File: config.mk
export PLATFORM = sky130hd
export DESIGN_NAME = toggle_bank_ctrl
export DESIGN_NICKNAME = d
export VERILOG_FILES = /design/src/rtl/toggle_bank_ctrl_pkg.sv /design/src/rtl/toggle_bank_ctrl_t_ff.sv /design/src/rtl/toggle_bank_ctrl.sv
export SDC_FILE = /design/constraint.sdc
export NUM_CORES = 1
export LEC_CHECK = 0
export ABC_AREA = 1
export ABC_CLOCK_PERIOD_IN_PS = 4400
export CORE_MARGIN = 10
export CORE_UTILIZATION = 55
export DETAILED_ROUTE_END_ITERATION = 16
export PLACE_DENSITY = 0.86
export SLEW_MARGIN = 15
export SYNTH_ARGS = -nofsm -noshare
export SYNTH_HDL_FRONTEND = slang
export SYNTH_HIERARCHICAL = 1
export SYNTH_SLANG_ARGS = --single-unit
File: constraint.sdc
create_clock -name clk -period 4.4 [get_ports clk]
set_input_delay 0.44 -clock clk [delete_from_list [all_inputs] [get_ports clk]]
set_output_delay 0.44 -clock clk [all_outputs]
set_load 0.005 [all_outputs]
File: src/rtl/toggle_bank_ctrl_pkg.sv
// rtl/toggle_bank_ctrl_pkg.sv - command opcodes and FSM state encoding for the toggle bank controller
package toggle_bank_ctrl_pkg;

   typedef enum logic [1:0] {
      OP_CLEAR  = 2'b00,
      OP_TOGGLE = 2'b01,
      OP_COUNT  = 2'b10,
      OP_NOP    = 2'b11
   } op_e;

   typedef enum logic [1:0] {
      ST_IDLE  = 2'b00,
      ST_APPLY = 2'b01,
      ST_COUNT = 2'b10,
      ST_DONE  = 2'b11
   } state_e;

endpackage

File: src/rtl/toggle_bank_ctrl_t_ff.sv
// rtl/toggle_bank_ctrl_t_ff.sv - single T flip-flop with synchronous active-high reset
module t_ff (
   input  logic clk,
   input  logic reset,
   input  logic t,
   output logic q
);

   always_ff @(posedge clk) begin
      if (reset)
         q <= 1'b0;
      else if (t)
         q <= ~q;
   end

endmodule

File: src/rtl/toggle_bank_ctrl.sv
// rtl/toggle_bank_ctrl.sv - command FSM driving a bank of T flip-flops (clear, toggle mask, count)
module toggle_bank_ctrl
   import toggle_bank_ctrl_pkg::*;
#(
   parameter int WIDTH = 8
) (
   input  logic             clk,
   input  logic             reset,
   input  logic             cmd_valid,
   output logic             cmd_ready,
   input  logic [1:0]       cmd_op,
   input  logic [WIDTH-1:0] cmd_arg,
   output logic [WIDTH-1:0] q,
   output logic             busy,
   output logic             done,
   output logic             wrap
);

   state_e           state, state_next;
   op_e              op_r;
   logic [WIDTH-1:0] arg_r;
   logic [WIDTH-1:0] steps;
   logic [WIDTH-1:0] t;
   logic             accept;

   assign accept = cmd_valid && cmd_ready;

   always_ff @(posedge clk) begin
      if (reset)
         state <= ST_IDLE;
      else
         state <= state_next;
   end

   always_comb begin
      state_next = state;
      unique case (state)
         ST_IDLE: begin
            if (cmd_valid) begin
               unique case (op_e'(cmd_op))
                  OP_CLEAR, OP_TOGGLE: state_next = ST_APPLY;
                  OP_COUNT:            state_next = (cmd_arg == '0) ? ST_DONE : ST_COUNT;
                  OP_NOP:              state_next = ST_DONE;
                  default:             state_next = ST_DONE;
               endcase
            end
         end
         ST_APPLY: state_next = ST_DONE;
         ST_COUNT: state_next = (steps == WIDTH'(1)) ? ST_DONE : ST_COUNT;
         ST_DONE:  state_next = ST_IDLE;
         default:  state_next = ST_IDLE;
      endcase
   end

   // Increment is a ripple of toggle enables: bit i flips when all lower bits are one.
   always_comb begin
      logic carry;
      cmd_ready = (state == ST_IDLE);
      busy      = (state != ST_IDLE);
      done      = (state == ST_DONE);
      t         = '0;
      carry     = 1'b1;
      if (state == ST_APPLY)
         t = (op_r == OP_CLEAR) ? q : arg_r;
      else if (state == ST_COUNT) begin
         for (int i = 0; i < WIDTH; i++) begin
            t[i]  = carry;
            carry = carry & q[i];
         end
      end
   end

   always_ff @(posedge clk) begin
      if (reset) begin
         op_r  <= OP_NOP;
         arg_r <= '0;
         steps <= '0;
         wrap  <= 1'b0;
      end else begin
         wrap <= (state == ST_COUNT) && (&q);
         if (accept) begin
            op_r  <= op_e'(cmd_op);
            arg_r <= cmd_arg;
            if (op_e'(cmd_op) == OP_COUNT)
               steps <= cmd_arg;
         end else if (state == ST_COUNT) begin
            steps <= steps - WIDTH'(1);
         end
      end
   end

   for (genvar g = 0; g < WIDTH; g++) begin : g_bank
      t_ff u_t_ff (
         .clk   (clk),
         .reset (reset),
         .t     (t[g]),
         .q     (q[g])
      );
   end

endmodule

==> impl_metrics.toml, run 1 <==
[status]
status = "completed"

[synth]
yosys_register_bits = 29
syn-num-nets = 267
synthCells = 248
synth_edf_count = 0
synth.avg_cell_area_um2 = 6.387
synth.distinct_cells = 18
netlist.area_leader.share_pct = 36.65
synth_common_cells = "60 x nand2_1, 41 x nor2_1, 34 x inv_1"
ys.flop_type = "dfxtp_1"
yosys.area.top_type = "dfxtp_1"
syn_area_mm2 = 0.001584
synth_area_leaders = "dfxtp_1 37%, nand2_1 14%, nor2_1 9.7%"
synth_seq_area_share_pct = 36.65
postSynth.asyncResetShare_pct = 0
synth_most_common_cell = "nand2_1"
ys.warnings.count = 6

[clock_tree]
clock_sinks = 29
tritoncts = "built"
h-tree-depth = 2
cts_setup_buffers = 0
cts_hold_buf = 0
cts_resized = 0
cts_root_buf = "clkbuf_4"
clk_pin_slew_ns = 0.08
cts_buffers = 5
clk_latency_ns = 0.33
clockBufferDepth = 2

[cells_and_area]
syn2layout_area_growth_pct = 19.67
drive_gt1_share_pct = 4.000
diodes = 0
finalCoreUtilization_pct = 68.74
num-nets-final = 294
stdcell_count = 306
fillers = 258

[floorplanning]
initial_core_util_pct = 57.44
die_w_um = 73.67
core.rowCount = 19
core_mm2 = 0.002758
fp.dieH_um = 73.67
fp.dieArea_mm2 = 0.005427
io_pins = 25

[run]
maxCapViolations = 0

[sta]
finalMaxSlewViolations = 0
worst_slack_ns = 2.212
tightestPinTransition_ns = 0.6062
hold_viol_final = 0
setup_viol = 0
tns_ns = 0
slew_headroom_pct = 59.46
clock_skew_ns = 0.008460
finalCritPeriodShare_pct = 49.73
rsz0062_at_grt = "false"
fmax_mhz = 457.0
fin_crit_ns = 2.188

[critical_path]
critical-path-top-delay-family = "buffers and inverters"
critPathKind = "reg2out"
path_depth = 4
cp_max_fo = 5
r2r_cells = 10
cp_slowest_cell = "clkdlybuf4s50_1"
worstPathCellList = "inv_1 -> ha_1 -> inv_1 -> clkdlybuf4s50_1"
worst-path-buf-inv = 3
crit_top_cell = "inv_1"
rrSetupSlack_ns = 2.60
cpPeakStageDelay_ns = 0.53
required_ns = 3.96
cp-end-kind = "output pin"
reg2reg_to = "g_bank[7].u_t_ff/q"
cp-start-kind = "flip-flop"
timing.rr.start = "state[1]"
cp.arrival_ns = 1.75

[power_and_ir_drop]
power_mw = 0.6608
power_density_mw_per_mm2 = 348.6
worst_ir_drop_vdd_v = 0.0002971
p_leak_nw = 0.8635

[placement]
gp_congestion = 0.8082
dp_hpwl_um = 2659
io_buffers = 24
place_ws_ns = 2.377
post-place-cells = 299

[route]
ant_nets = 0
via_per_inst = 5.199
drc = 0
drt-total-wl_um = 3611
dr.first_iter.drc_count = 176
wl_per_cell_um = 11.80
drt_first_pass_iters = 4
route.vias.total = 1591

[min_path]
min_to = "arg_r[0]"
worstHoldPathCells = 2
hp-start = "arg_r[0]"
hp-class = "reg2reg"

[global_route]
grt_antenna_before_repair = 0
grt_pass1_vias = 1430
grt_pass1_wl_um = 6313
grt_use_total_pct = 14.47
grt-ovfl-total = 0
grt_max_degree = 20
## worst max-delay path by stage
stage                  start            endpoint  slack, ns
global route        state[0]                busy       2.11
CTS                 state[0]                busy       2.18
detailed placement     reset            steps[2]       2.38
global placement       reset            steps[1]       2.43
floorplan           state[1]  g_bank[7].u_t_ff/q       2.88
finish              state[0]                busy       2.21
## cells in the final DEF (no fill, tap or decap)
master           netlist  final
clkinv_4               1      1
clkbuf_8               0      1
o21ai_1                2      2
o22ai_1                3      3
nand3_1               14     14
clkbuf_4               0      5
nand4_1                2      2
inv_1                 34     34
clkbuf_1               0      1
dfxtp_1               29     29
xor2_1                 1      1
ha_1                   6      6
o21ai_0               24     24
a21oi_1               23     23
inv_4                  1      1
nand2_4                2      2
clkdlybuf4s50_1        0     24
nor2_1                41     41
nand2_1               60     60
nand2_2                1      1
## kinds of logic after synthesis
family	share of synthesized area, %
adder cells (fa/ha/maj)	4.739
flip-flops	36.65
AND/OR/NAND/NOR	30.96
XOR/XNOR	0.5530
AO/OA/AOI/OAI	16.67
buffers and inverters	10.43
## worst register-to-register path: stages, from the launching register on
cell	delay, ns
dfxtp_1	0.39
inv_1	0.08
ha_1	0.28
nor2_1	0.25
nand3_1	0.15
nor2_1	0.11
nand2_1	0.07
o22ai_1	0.17
nand2_1	0.08
nand2_1	0.07
nor2_1	0.04
## routing by layer
metal,global-route usage (%),wire [um]
met5,0,0
met4,5.590,35
met3,4.576,192
met2,22.92,1676
met1,17.73,1707
## flip-flops by register name, indices dropped and copies added, names as in the netlist
register,flops
arg_r,8
g_bank.u_t_ff/q,8
state,2
wrap,1
op_r,2
steps,8
## power breakdown
part           switching [mW]  internal (mW)  leakage [nW]  total (mW)
combinational           0.114         0.0765         0.595       0.191
clock                  0.0885         0.0753        0.0314       0.164
sequential             0.0190          0.287         0.237       0.306
total                   0.222          0.439         0.864       0.661
## per-stage QoR
stage               hold slack (ns)  area (um^2)
CTS                          0.4659         1896
global route                 0.4901         1896
finish                       0.4645         1896
global placement             0.4510         1841
floorplan                    0.4413         1584
detailed placement           0.4529         1841
## area by class of cell
class	count	area, um^2	area share [%]
multi-input cells	179	838.3	44.22
flip-flops and latches	29	580.6	30.63
repair buffers	24	240.2	12.67
inverters	36	142.6	7.525
clock buffers	7	55.05	2.904
well taps	31	38.79	2.046
Note: power is estimated with default switching activity, not from simulation.
==> inputs of run 2 (changes only) <==
ABC_CLOCK_PERIOD_IN_PS = 1980   (was 4400)
CORE_UTILIZATION = 48   (was 55)
PLACE_DENSITY = 0.8   (was 0.86)
clock period = 1.98 ns   (was 4.4 ns; I/O delays follow)
==> run 2 against run 1 <==
Against the previous run: total power grew 120%; first-iteration DRC count shrank 35%; global-route usage shrank 2.4 points; critical path depth is the same; count of clock-buffer cells in the layout shrank 2; clock power grew 120%; utilization shrank 6.5 points; wire length shrank 1.9%; via count shrank 0.82%; clock skew shrank 0.0018 ns; highest routed layer unchanged; combinational power grew 120%; sequential share of layout area shrank 0.49 points.
==> impl_metrics.toml, run 2 (synthesis gave the netlist of run 1 again) <==
[cells_and_area]
fillers = 325
finalCoreUtilization_pct = 62.22
top_regs = "arg_r x8, g_bank.u_t_ff/q x8, steps x8"
multiInputGateArea_um2 = 840.8
num-nets-final = 296
syn2layout_area_growth_pct = 21.88
stdcell_count = 322
drive_gt1_share_pct = 6.115
diodes = 0
final_cell_mix = "60 x nand2_1, 41 x nor2_1, 34 x inv_1"
final_common_cell = "nand2_1"
regArea_um2 = 581.8
fin_area_mm2 = 0.001931

[route]
ant_nets = 0
drc = 0
via_per_inst = 4.901
route.vias.total = 1578
dr.first_iter.drc_count = 115
drt-total-wl_um = 3544
drt_first_pass_iters = 4
wl_per_cell_um = 11.01

[power_and_ir_drop]
power_frac_seq_pct = 46.5
pwr-share-clk_pct = 24.3
p_sw_mw = 0.5157
p_int_mw = 0.9485
power_mw = 1.464
p_leak_nw = 0.8725
worst_ir_drop_vdd_v = 0.0004131
netSwitchingFraction_pct = 35.22
power_density_mw_per_mm2 = 758.4
comb_power_share_pct = 29.2

[critical_path]
cp_max_fo = 5
timing.rr.start = "state[0]"
required_ns = 1.78
worstPathCellList = "inv_1 -> ha_2 -> inv_1 -> clkdlybuf4s50_1"
cp-start-kind = "flip-flop"
crit_top_cell = "inv_1"
cpPeakStageDelay_ns = 0.51
cp-end-kind = "output pin"
r2r_cells = 11
cp.arrival_ns = 1.63
cp_slowest_cell = "clkdlybuf4s50_1"
reg2reg_to = "g_bank[7].u_t_ff/q"
critPathKind = "reg2out"
rrSetupSlack_ns = 0.26

[sta]
rsz0062_at_grt = "false"
hold_slack_ns = 0.4672
setup_viol = 0
finalCritPeriodShare_pct = 92.44
tns_ns = 0
finalMaxSlewViolations = 0
hold_viol_final = 0
tightestPinTransition_ns = 0.5241
slew_headroom_pct = 64.93
worst_slack_ns = 0.1496
fin_crit_ns = 1.830
clock_skew_ns = 0.006610
fmax_mhz = 546.3

[clock_tree]
clockBufferDepth = 2
h-tree-depth = 2
clk_latency_ns = 0.34
cts_buffers = 5
cts_setup_buffers = 0
cts_hold_buf = 0
clock_sinks = 29
clk_pin_slew_ns = 0.10
cts_root_buf = "clkbuf_4"
tritoncts = "built"

[floorplanning]
die_w_um = 77.45
fp.dieArea_mm2 = 0.005998
initial_core_util_pct = 51.05
core_mm2 = 0.003103
core.rowCount = 20
fp.dieH_um = 77.45
io_pins = 25

[placement]
gp_congestion = 0.8334
io_buffers = 24
dp_hpwl_um = 2706
post-place-cells = 314
place_ws_ns = 0.2934
placed_area_mm2 = 0.001872

[status]
status = "completed"

[global_route]
grt_pass1_vias = 1458
grt_pass1_wl_um = 6189
grt_use_total_pct = 12.08
grt_max_degree = 20
grt_antenna_before_repair = 0
grt-ovfl-total = 0

[min_path]
min_to = "arg_r[1]"
hp-start = "arg_r[1]"
hp-class = "reg2reg"
worstHoldPathCells = 2

[run]
maxCapViolations = 0
-- run 2: final cells by class --
class | count | area share, %
clock buffers | 5 | 1.944
clock inverters | 3 | 0.9073
inverters | 36 | 7.388
multi-input cells | 179 | 43.55
flip-flops and latches | 29 | 30.14
well taps | 44 | 2.852
repair buffers | 26 | 13.22
-- run 2: worst max path at each step --
stage                         from                 end  slack [ns]
after detailed placement  state[0]  g_bank[7].u_t_ff/q        0.29
after CTS                 state[0]                busy        0.04
final                     state[1]                busy        0.15
after floorplan           state[1]  g_bank[7].u_t_ff/q        0.46
after global routing      state[1]                busy        0.06
after global placement    state[0]  g_bank[7].u_t_ff/q        0.31
-- run 2: power by group through the flow --
stage | logic, mW | clock network (mW) | registers (mW)
global route | 0.498 | 0.384 | 0.688
floorplan | 0.297 | 0 | 0.685
detailed placement | 0.427 | 0 | 0.693
global placement | 0.420 | 0 | 0.692
CTS | 0.429 | 0.369 | 0.680
finish | 0.427 | 0.355 | 0.682
-- run 2: critical path: cells and delay by family (launching register included) --
family | cells | cell delay (ns)
DFF | 1 | 0.39
buffers and inverters | 3 | 0.70
adders and majority gates | 1 | 0.22
-- run 2: repair_timing --
item / 4_1_cts / 5_1_grt
setup endpoints to repair: 0 / 1
gates resized for setup: 0 / 2
endpoints found under the hold margin: 0 / 0
-- run 2: routing by layer --
layer / track usage [%] / wire, um / vias to the layer above
met5: 0 / 0 / -
met4: 3.832 / 41 / 0
met3: 4.839 / 199 / 6
met2: 20.65 / 1695 / 31
met1: 13.40 / 1607 / 694
li1: - / - / 847
